$ cat src/rtl/sdram_port_arbiter.sv
// Two-requester arbiter for the SDRAM controller host port.
// Fair write/read alternation, high-water-mark zero fill and watchdog abort.
module sdram_port_arbiter #(
  parameter int ADDR_W  = 24,
  parameter int DATA_W  = 16,
  parameter int TIMEOUT = 1023
) (
  input  logic              clk,
  input  logic              rst_n,
  input  logic              wr_req,
  input  logic [ADDR_W-1:0] wr_addr,
  input  logic [DATA_W-1:0] wr_data,
  output logic              wr_ack,
  input  logic              rd_req,
  input  logic [ADDR_W-1:0] rd_addr,
  output logic              rd_valid,
  output logic [DATA_W-1:0] rd_data,
  input  logic              clear,
  output logic [ADDR_W:0]   hwm,
  output logic              err_timeout,
  output logic              ctrl_wr_enable,
  output logic              ctrl_rd_enable,
  output logic [ADDR_W-1:0] ctrl_wr_addr,
  output logic [ADDR_W-1:0] ctrl_rd_addr,
  output logic [DATA_W-1:0] ctrl_wr_data,
  input  logic [DATA_W-1:0] ctrl_rd_data,
  input  logic              ctrl_rd_ready,
  input  logic              ctrl_busy
);

  localparam int WD_W = $clog2(TIMEOUT + 1);

  typedef enum logic [1:0] {IDLE, ISSUE, WAIT, DONE} state_t;

  state_t            state, state_d;
  logic              busy_q;
  logic              last_wr;
  logic              cur_wr;
  logic              wr_abort;
  logic [WD_W-1:0]   wdog;
  logic [DATA_W-1:0] result;
  logic              grant_wr, grant_rd;
  logic              hit, zfill, active, expire;
  logic [ADDR_W:0]   wr_end;

  assign hit    = {1'b0, rd_addr} < hwm;
  assign zfill  = grant_rd && !hit;
  assign active = (state == ISSUE) || (state == WAIT);
  assign expire = active && (wdog == WD_W'(TIMEOUT - 1));
  assign wr_end = {1'b0, ctrl_wr_addr} + (ADDR_W+1)'(1);

  always_comb begin
    state_d  = state;
    grant_wr = 1'b0;
    grant_rd = 1'b0;
    unique case (state)
      IDLE: begin
        grant_wr = wr_req && (!rd_req || !last_wr);
        grant_rd = rd_req && !grant_wr;
        if (grant_wr)
          state_d = ISSUE;
        else if (grant_rd)
          state_d = hit ? ISSUE : DONE;
      end
      ISSUE: begin
        if (expire)
          state_d = DONE;
        else if (busy_q)
          state_d = WAIT;
      end
      WAIT: begin
        if (expire || !busy_q)
          state_d = DONE;
      end
      DONE:    state_d = IDLE;
      default: state_d = IDLE;
    endcase
  end

  always_ff @(posedge clk or negedge rst_n) begin
    if (!rst_n)
      state <= IDLE;
    else
      state <= state_d;
  end

  always_ff @(posedge clk or negedge rst_n) begin
    if (!rst_n) begin
      busy_q         <= 1'b0;
      last_wr        <= 1'b0;
      cur_wr         <= 1'b0;
      wr_abort       <= 1'b0;
      wdog           <= '0;
      result         <= '0;
      wr_ack         <= 1'b0;
      rd_valid       <= 1'b0;
      rd_data        <= '0;
      hwm            <= '0;
      err_timeout    <= 1'b0;
      ctrl_wr_enable <= 1'b0;
      ctrl_rd_enable <= 1'b0;
      ctrl_wr_addr   <= '0;
      ctrl_rd_addr   <= '0;
      ctrl_wr_data   <= '0;
    end else begin
      wr_ack   <= 1'b0;
      rd_valid <= 1'b0;
      busy_q   <= ctrl_busy;
      wdog     <= active ? wdog + 1'b1 : '0;
      if (grant_wr) begin
        last_wr        <= 1'b1;
        cur_wr         <= 1'b1;
        ctrl_wr_addr   <= wr_addr;
        ctrl_wr_data   <= wr_data;
        ctrl_wr_enable <= 1'b1;
      end
      if (grant_rd) begin
        last_wr        <= 1'b0;
        cur_wr         <= 1'b0;
        ctrl_rd_addr   <= rd_addr;
        result         <= '0;
        ctrl_rd_enable <= hit;
      end
      if (zfill) begin
        rd_valid <= 1'b1;
        rd_data  <= '0;
      end
      if ((state == ISSUE && busy_q) || expire) begin
        ctrl_wr_enable <= 1'b0;
        ctrl_rd_enable <= 1'b0;
      end
      if (state == WAIT && !cur_wr && ctrl_rd_ready)
        result <= ctrl_rd_data;
      // forward a ready that lands on the last WAIT cycle
      if (active && state_d == DONE) begin
        wr_abort <= expire;
        if (cur_wr) begin
          wr_ack <= 1'b1;
        end else begin
          rd_valid <= 1'b1;
          if (expire)
            rd_data <= '0;
          else if (state == WAIT && ctrl_rd_ready)
            rd_data <= ctrl_rd_data;
          else
            rd_data <= result;
        end
      end
      if (expire)
        err_timeout <= 1'b1;
      if (state == DONE && cur_wr && !wr_abort && wr_end > hwm)
        hwm <= wr_end;
      if (clear) begin
        hwm         <= '0;
        err_timeout <= 1'b0;
      end
    end
  end

endmodule

$ cat config.mk
export PLATFORM = sky130hd
export DESIGN_NAME = sdram_port_arbiter
export DESIGN_NICKNAME = d
export VERILOG_FILES = /design/src/rtl/sdram_port_arbiter.sv
export SDC_FILE = /design/constraint.sdc
export NUM_CORES = 1
export LEC_CHECK = 0
export CORE_MARGIN = 5
export CORE_UTILIZATION = 45
export DETAILED_ROUTE_END_ITERATION = 8
export PLACE_DENSITY_LB_ADDON = 0.1
export REMOVE_ABC_BUFFERS = 1
export SLEW_MARGIN = 15
export SYNTH_ARGS = -nofsm -noshare
export SYNTH_HDL_FRONTEND = slang
export SYNTH_SLANG_ARGS = --single-unit
$ cat constraint.sdc
create_clock -name clk -period 3.4 [get_ports clk]
set_clock_uncertainty 0.2 [all_clocks]
set_input_delay 0.51 -clock clk [delete_from_list [all_inputs] [get_ports clk]]
set_output_delay 0.51 -clock clk [all_outputs]
set_load 0.01 [all_outputs]
=== Word-level counts from Yosys, hierarchy flattened ===
Cells that the tools add are included.

* Add/subtract/negate cells: 2
* Order comparisons: 2
* Equality and inequality tests: 5
* Mux-type cells: 31
* Reduce and logical (&&, ||, !) cells: 29

{| class="wikitable"
|+ Operator list
! kind !! count
|-
| $mux 16 || 7
|-
| $mux 25 || 2
|-
| $add 24x1->25 const B || 1
|-
| $gt 25x25->1 || 1
|-
| $lt 24x25->1 || 1
|-
| $mux 1 || 14
|-
| $logic_and 1x1->1 || 12
|-
| $mux 2 || 6
|-
| $reduce_bool 2->1 || 6
|-
| $add 10x1->10 const B || 1
|-
| $eq 10x10->1 const B || 1
|-
| $mux 10 || 1
|-
| $pmux 2 s4 || 1
|-
| $eq 2x2->1 const B || 3
|-
| $logic_not 1->1 || 6
|-
| $logic_or 1x1->1 || 4
|-
| $eq 2x1->1 const B || 1
|-
| $logic_not 2->1 || 1
|}

* Register bits: 141
* Input port bits: 87
* Word-level logic and storage cells: 85

=== Depth between registers and ports, before layout ===
* Depth in word-level cells: 11
* Mapped depth: 17
* Depth with buffers taken out: 14

=== Worst setup path before layout ===
OpenSTA, ideal clock, no wires.

* Kind: register to register
* Start: register ctrl_wr_addr[0]
* End: register hwm[14]
* Library setup time: 134 ps
* Arrival: 3152 ps
* Path slack: -86 ps
* Stages on the path, launching flop included: 18
* Buffers on the path: 3
* Period minus slack after synthesis: 3486 ps
* Path through: dfrtp_1 > ha_1 > inv_1 > nor2_2 > and3_1 > buf_2 > nand4_1 > xnor2_1 > ha_1 > a21o_1 > a21o_1 > a21oi_2 > o21ai_2 > or3_1 > buf_2 > buf_6 > a21oi_1 > nor3_2

* Word-level cells in the longest chain between the ends: 4

{| class="wikitable"
|+ RTL lines
! element !! line !! source
|-
| from (decl) || 23 || <nowiki>output logic [ADDR_W-1:0] ctrl_wr_addr,</nowiki>
|-
| from (signal assigned) || 113 || <nowiki>ctrl_wr_addr <= wr_addr;</nowiki>
|-
| $add 24x1->25 (*) || 50 || <nowiki>assign wr_end = {1'b0, ctrl_wr_addr} + (ADDR_W+1)'(1);</nowiki>
|-
| $gt 25x25->1 || 151 || <nowiki>if (state == DONE && cur_wr && !wr_abort && wr_end > hwm)</nowiki>
|-
| $logic_and 1x1->1 || 151 ||
|-
| $reduce_bool 2->1 (no source line) || - ||
|-
| to (signal assigned) || 152 || <nowiki>hwm <= wr_end;</nowiki>
|-
| to (decl) || 19 || <nowiki>output logic [ADDR_W:0] hwm,</nowiki>
|}

Every way passes the cells marked *; elsewhere a longest branch is shown, timed or not. The select of a mux whose other input is x is not followed.
A chain may end at the register's enable or synchronous reset.

=== Final worst setup path ===
* Start: register ctrl_wr_addr[3]
* End: register hwm[6]

Same word-level chain as after synthesis.

==> results_dict.tcl <==
set metrics [dict create \
    yosys_warnings 0 \
    io_buffer_count 196 \
    min_path_type "register to register" \
    postSynthAreaPerCell_sq_um 10.69 \
    die_w_um 139.4 \
    cp_data_required_time_ns 3.45 \
    slowest_delay_ns 0.47 \
    clock_sinks 141 \
    antenna_violating_nets_post_route 0 \
    grt_pass1_wl_um 34130 \
    worst_pin_slew_ns 1.137 \
    vias 6308 \
    max_cap_viol_count 0 \
    cts_buffers 17 \
    p_leak_nw 4.639 \
    crit_path_end_kind "register" \
    ys_seq_elements 141 \
    synth-main-ff-cell "dfrtp_1" \
    drv_slew 0 \
    drive_gt1_share_pct 19.62 \
    clock_latency_ns 0.42 \
    worstPathArrival_ns 3.38 \
    track_usage_pct 21.56 \
    rsz0062_at_grt "true" \
    syn-cell-area_sq_um 7537 \
    die_h_um 139.4 \
    final_common_cell "clkdlybuf4s50_1" \
    setup_tns_ns 0 \
    criticalPathCategory "register to register" \
    layout_common_cells "clkdlybuf4s50_1, dfrtp_1, nand2_1" \
    synth-edff-count 0 \
    drc 0 \
    synthCells 705 \
    cp.buffers_inverters 4 \
    grt_overflow_total 0 \
    gp_congestion 0.8391 \
    wl_per_cell_um 18.23 \
    dpl_worst_slack_ns -0.06549 \
    crit_top_cell "buf_4" \
    grt_pass1_vias 6638 \
    maxSlewHeadroom_pct 23.96 \
    core_area_sq_um 16520 \
    critical_path.top_delay_family "simple AND/OR/NAND/NOR gates" \
    crit_path_top_delay_cell "or3_4" \
    setup_slack_ns 0.06535 \
    finalSetupViolCount 0 \
    routed_wl_um 21220 \
    cp_max_fo 9 \
    hold_viol_final 0 \
    p_total_mw 10.24 \
    power_density_nw_per_um2 939.3 \
    yosysTopAreaCell "dfrtp_1" \
    tritoncts "done" \
    fmax_mhz 299.9 \
    yosysTopAreaCellShare_pct 46.81 \
    first_iter_violations 307 \
    cts_max_level 4 \
    cts-root-buf "clkbuf_16" \
    outcome "finished clean" \
    start_util_pct 45.61 \
    pin_count 197 \
    vdd_ir_drop_max_mv 0.5461 \
    path_clk_slew_ns 0.06 \
    die-area_sq_um 19440 \
    synth_area_leaders "dfrtp_1, ha_1, mux2_2" \
    clk_path_buf_depth 2 \
    drt_pass1_iterations 5 \
    area_growth_pct 44.62 \
    nNetsFinal 1075 \
    antenna_found_initial 1 \
    hpwl_um 15550 \
    final.min_clock_period_ns 3.335 \
    synth_cell_types 62 \
    start_kind "register" \
    async_flop_share_pct 100.0 \
    routed_via_density 5.419 \
    grt_max_degree 87 \
    fin_crit_sh_pct 98.08 \
    ys_seq_area_share_pct 46.81 \
    fp-row-count 47 \
    crit_chain "nand4_4 > buf_4 > nor4_4 > buf_4 > buf_4 > nand3_1 > xnor2_2 > ha_1 > nand4_1 > nor2_2 > o2bb2ai_2 > a31oi_4 > or3_4 > buf_12 > a21oi_2 > nor3_1" \
]
stage by stage:
stage          instances  area (sq um)  utilization [%]  hold slack (ns)
4_1_cts             1157         10600            64.12           0.2771
3_3_place_gp        1125          9996            60.49           0.2572
2_1_floorplan        673          7376                -          0.01441
6_report            1164         10900            65.96           0.2700
3_5_place_dp        1125          9996            60.49           0.2632
5_1_grt             1164         10900            65.96           0.3000
report_power, final:
part | switching, mW | internal, mW | total [mW]
clock network | 0.680 | 1.18 | 1.87
registers | 0.470 | 2.30 | 2.77
logic | 2.77 | 2.83 | 5.61
total | 3.92 | 6.31 | 10.2
cell families after synthesis:
kind of cell	after synthesis	synth area share, %
and+or+nand+nor	225	15.41
AOI/OAI and AO/OA	143	14.79
DFF	141	46.81
buffers and inverters	69	4.001
adders and majority gates	58	9.611
muxes	41	6.125
xor gates and xnor gates	28	3.254
cells in the mapped netlist, drive strengths merged, types with 2 or more instances:
| master | instances |
|---|---|
| a211oi | 3 |
| a21boi | 2 |
| a21o | 5 |
| a21oi | 44 |
| a22o | 16 |
| a22oi | 16 |
| a31oi | 7 |
| and2 | 8 |
| and3 | 10 |
| and4 | 3 |
| buf | 12 |
| clkbuf | 20 |
| clkinv | 2 |
| dfrtp | 141 |
| ha | 57 |
| inv | 35 |
| mux2 | 41 |
| nand2 | 88 |
| nand2b | 2 |
| nand3 | 19 |
| nand4 | 16 |
| nor2 | 18 |
| nor2b | 4 |
| nor3 | 51 |
| nor4 | 2 |
| o211ai | 3 |
| o21a | 3 |
| o21ai | 19 |
| o2bb2ai | 17 |
| o31ai | 3 |
| or3 | 3 |
| xnor2 | 20 |
| xor2 | 8 |
state kept, by name, summed over array words and instances, names as in the netlist:
name / cells
err_timeout: 1
ctrl_rd_enable: 1
rd_data: 16
wr_abort: 1
ctrl_wr_data: 16
ctrl_rd_addr: 24
rd_valid: 1
cur_wr: 1
state: 2
hwm: 25
wr_ack: 1
busy_q: 1
wdog: 10
result: 16
ctrl_wr_addr: 24
ctrl_wr_enable: 1
path summary, 6_finish.rpt:
kind,depth (start not counted),endpoint,slack [ns],startpoint
worst min register to register,2,ctrl_rd_addr[12]$_DFFE_PN0P_,0.27,ctrl_rd_addr[12]$_DFFE_PN0P_
worst max register to register,16,hwm[6]$_DFFE_PN0P_,0.07,ctrl_wr_addr[3]$_DFFE_PN0P_
worst min-delay path,2,ctrl_rd_addr[12]$_DFFE_PN0P_,0.27,ctrl_rd_addr[12]$_DFFE_PN0P_
worst max-delay path,16,hwm[6]$_DFFE_PN0P_,0.07,ctrl_wr_addr[3]$_DFFE_PN0P_
min in group asynchronous,2,wdog[7]$_DFF_PN0_,0.40,rst_n
max in group asynchronous,3,ctrl_wr_addr[19]$_DFFE_PN0P_,1.74,rst_n
routing by layer:
layer | GRT usage, % | share of wire [%]
met1 | 26.73 | 42
met2 | 36.95 | 50
met3 | 6.106 | 5.6
met4 | 5.973 | 2.1
met5 | 0 | 0
worst reg2reg max path: cells and delay by family (launching register included):
kind | cells | cell delay (ns)
and+or+nand+nor | 7 | 1.06
xor gates and xnor gates | 1 | 0.22
buffers and inverters | 4 | 0.65
DFF | 1 | 0.40
AOI/OAI and AO/OA | 3 | 0.36
adders and majority gates | 1 | 0.28
final cells by class:
type                    count  area, sq um
well taps                 220        275.3
multi-input cells         495         3921
inverters                  37        140.1
fillers                  1256         5624
clock inverters             7        112.6
clock buffers              24        471.7
flip-flops and latches    141         3528
repair buffers            239         2449
diodes                      1        2.502
timing repair:
action / 4_1_cts / 5_1_grt
pin swaps: 0 / 12
gates cloned: 0 / 3
endpoints found under the hold margin: 55 / 0
setup endpoints to repair: 25 / 25
hold buffers: 1 / 0
resized for setup: 2 / 44
setup buffers: 0 / 3
(Power assumes the default switching activity.)
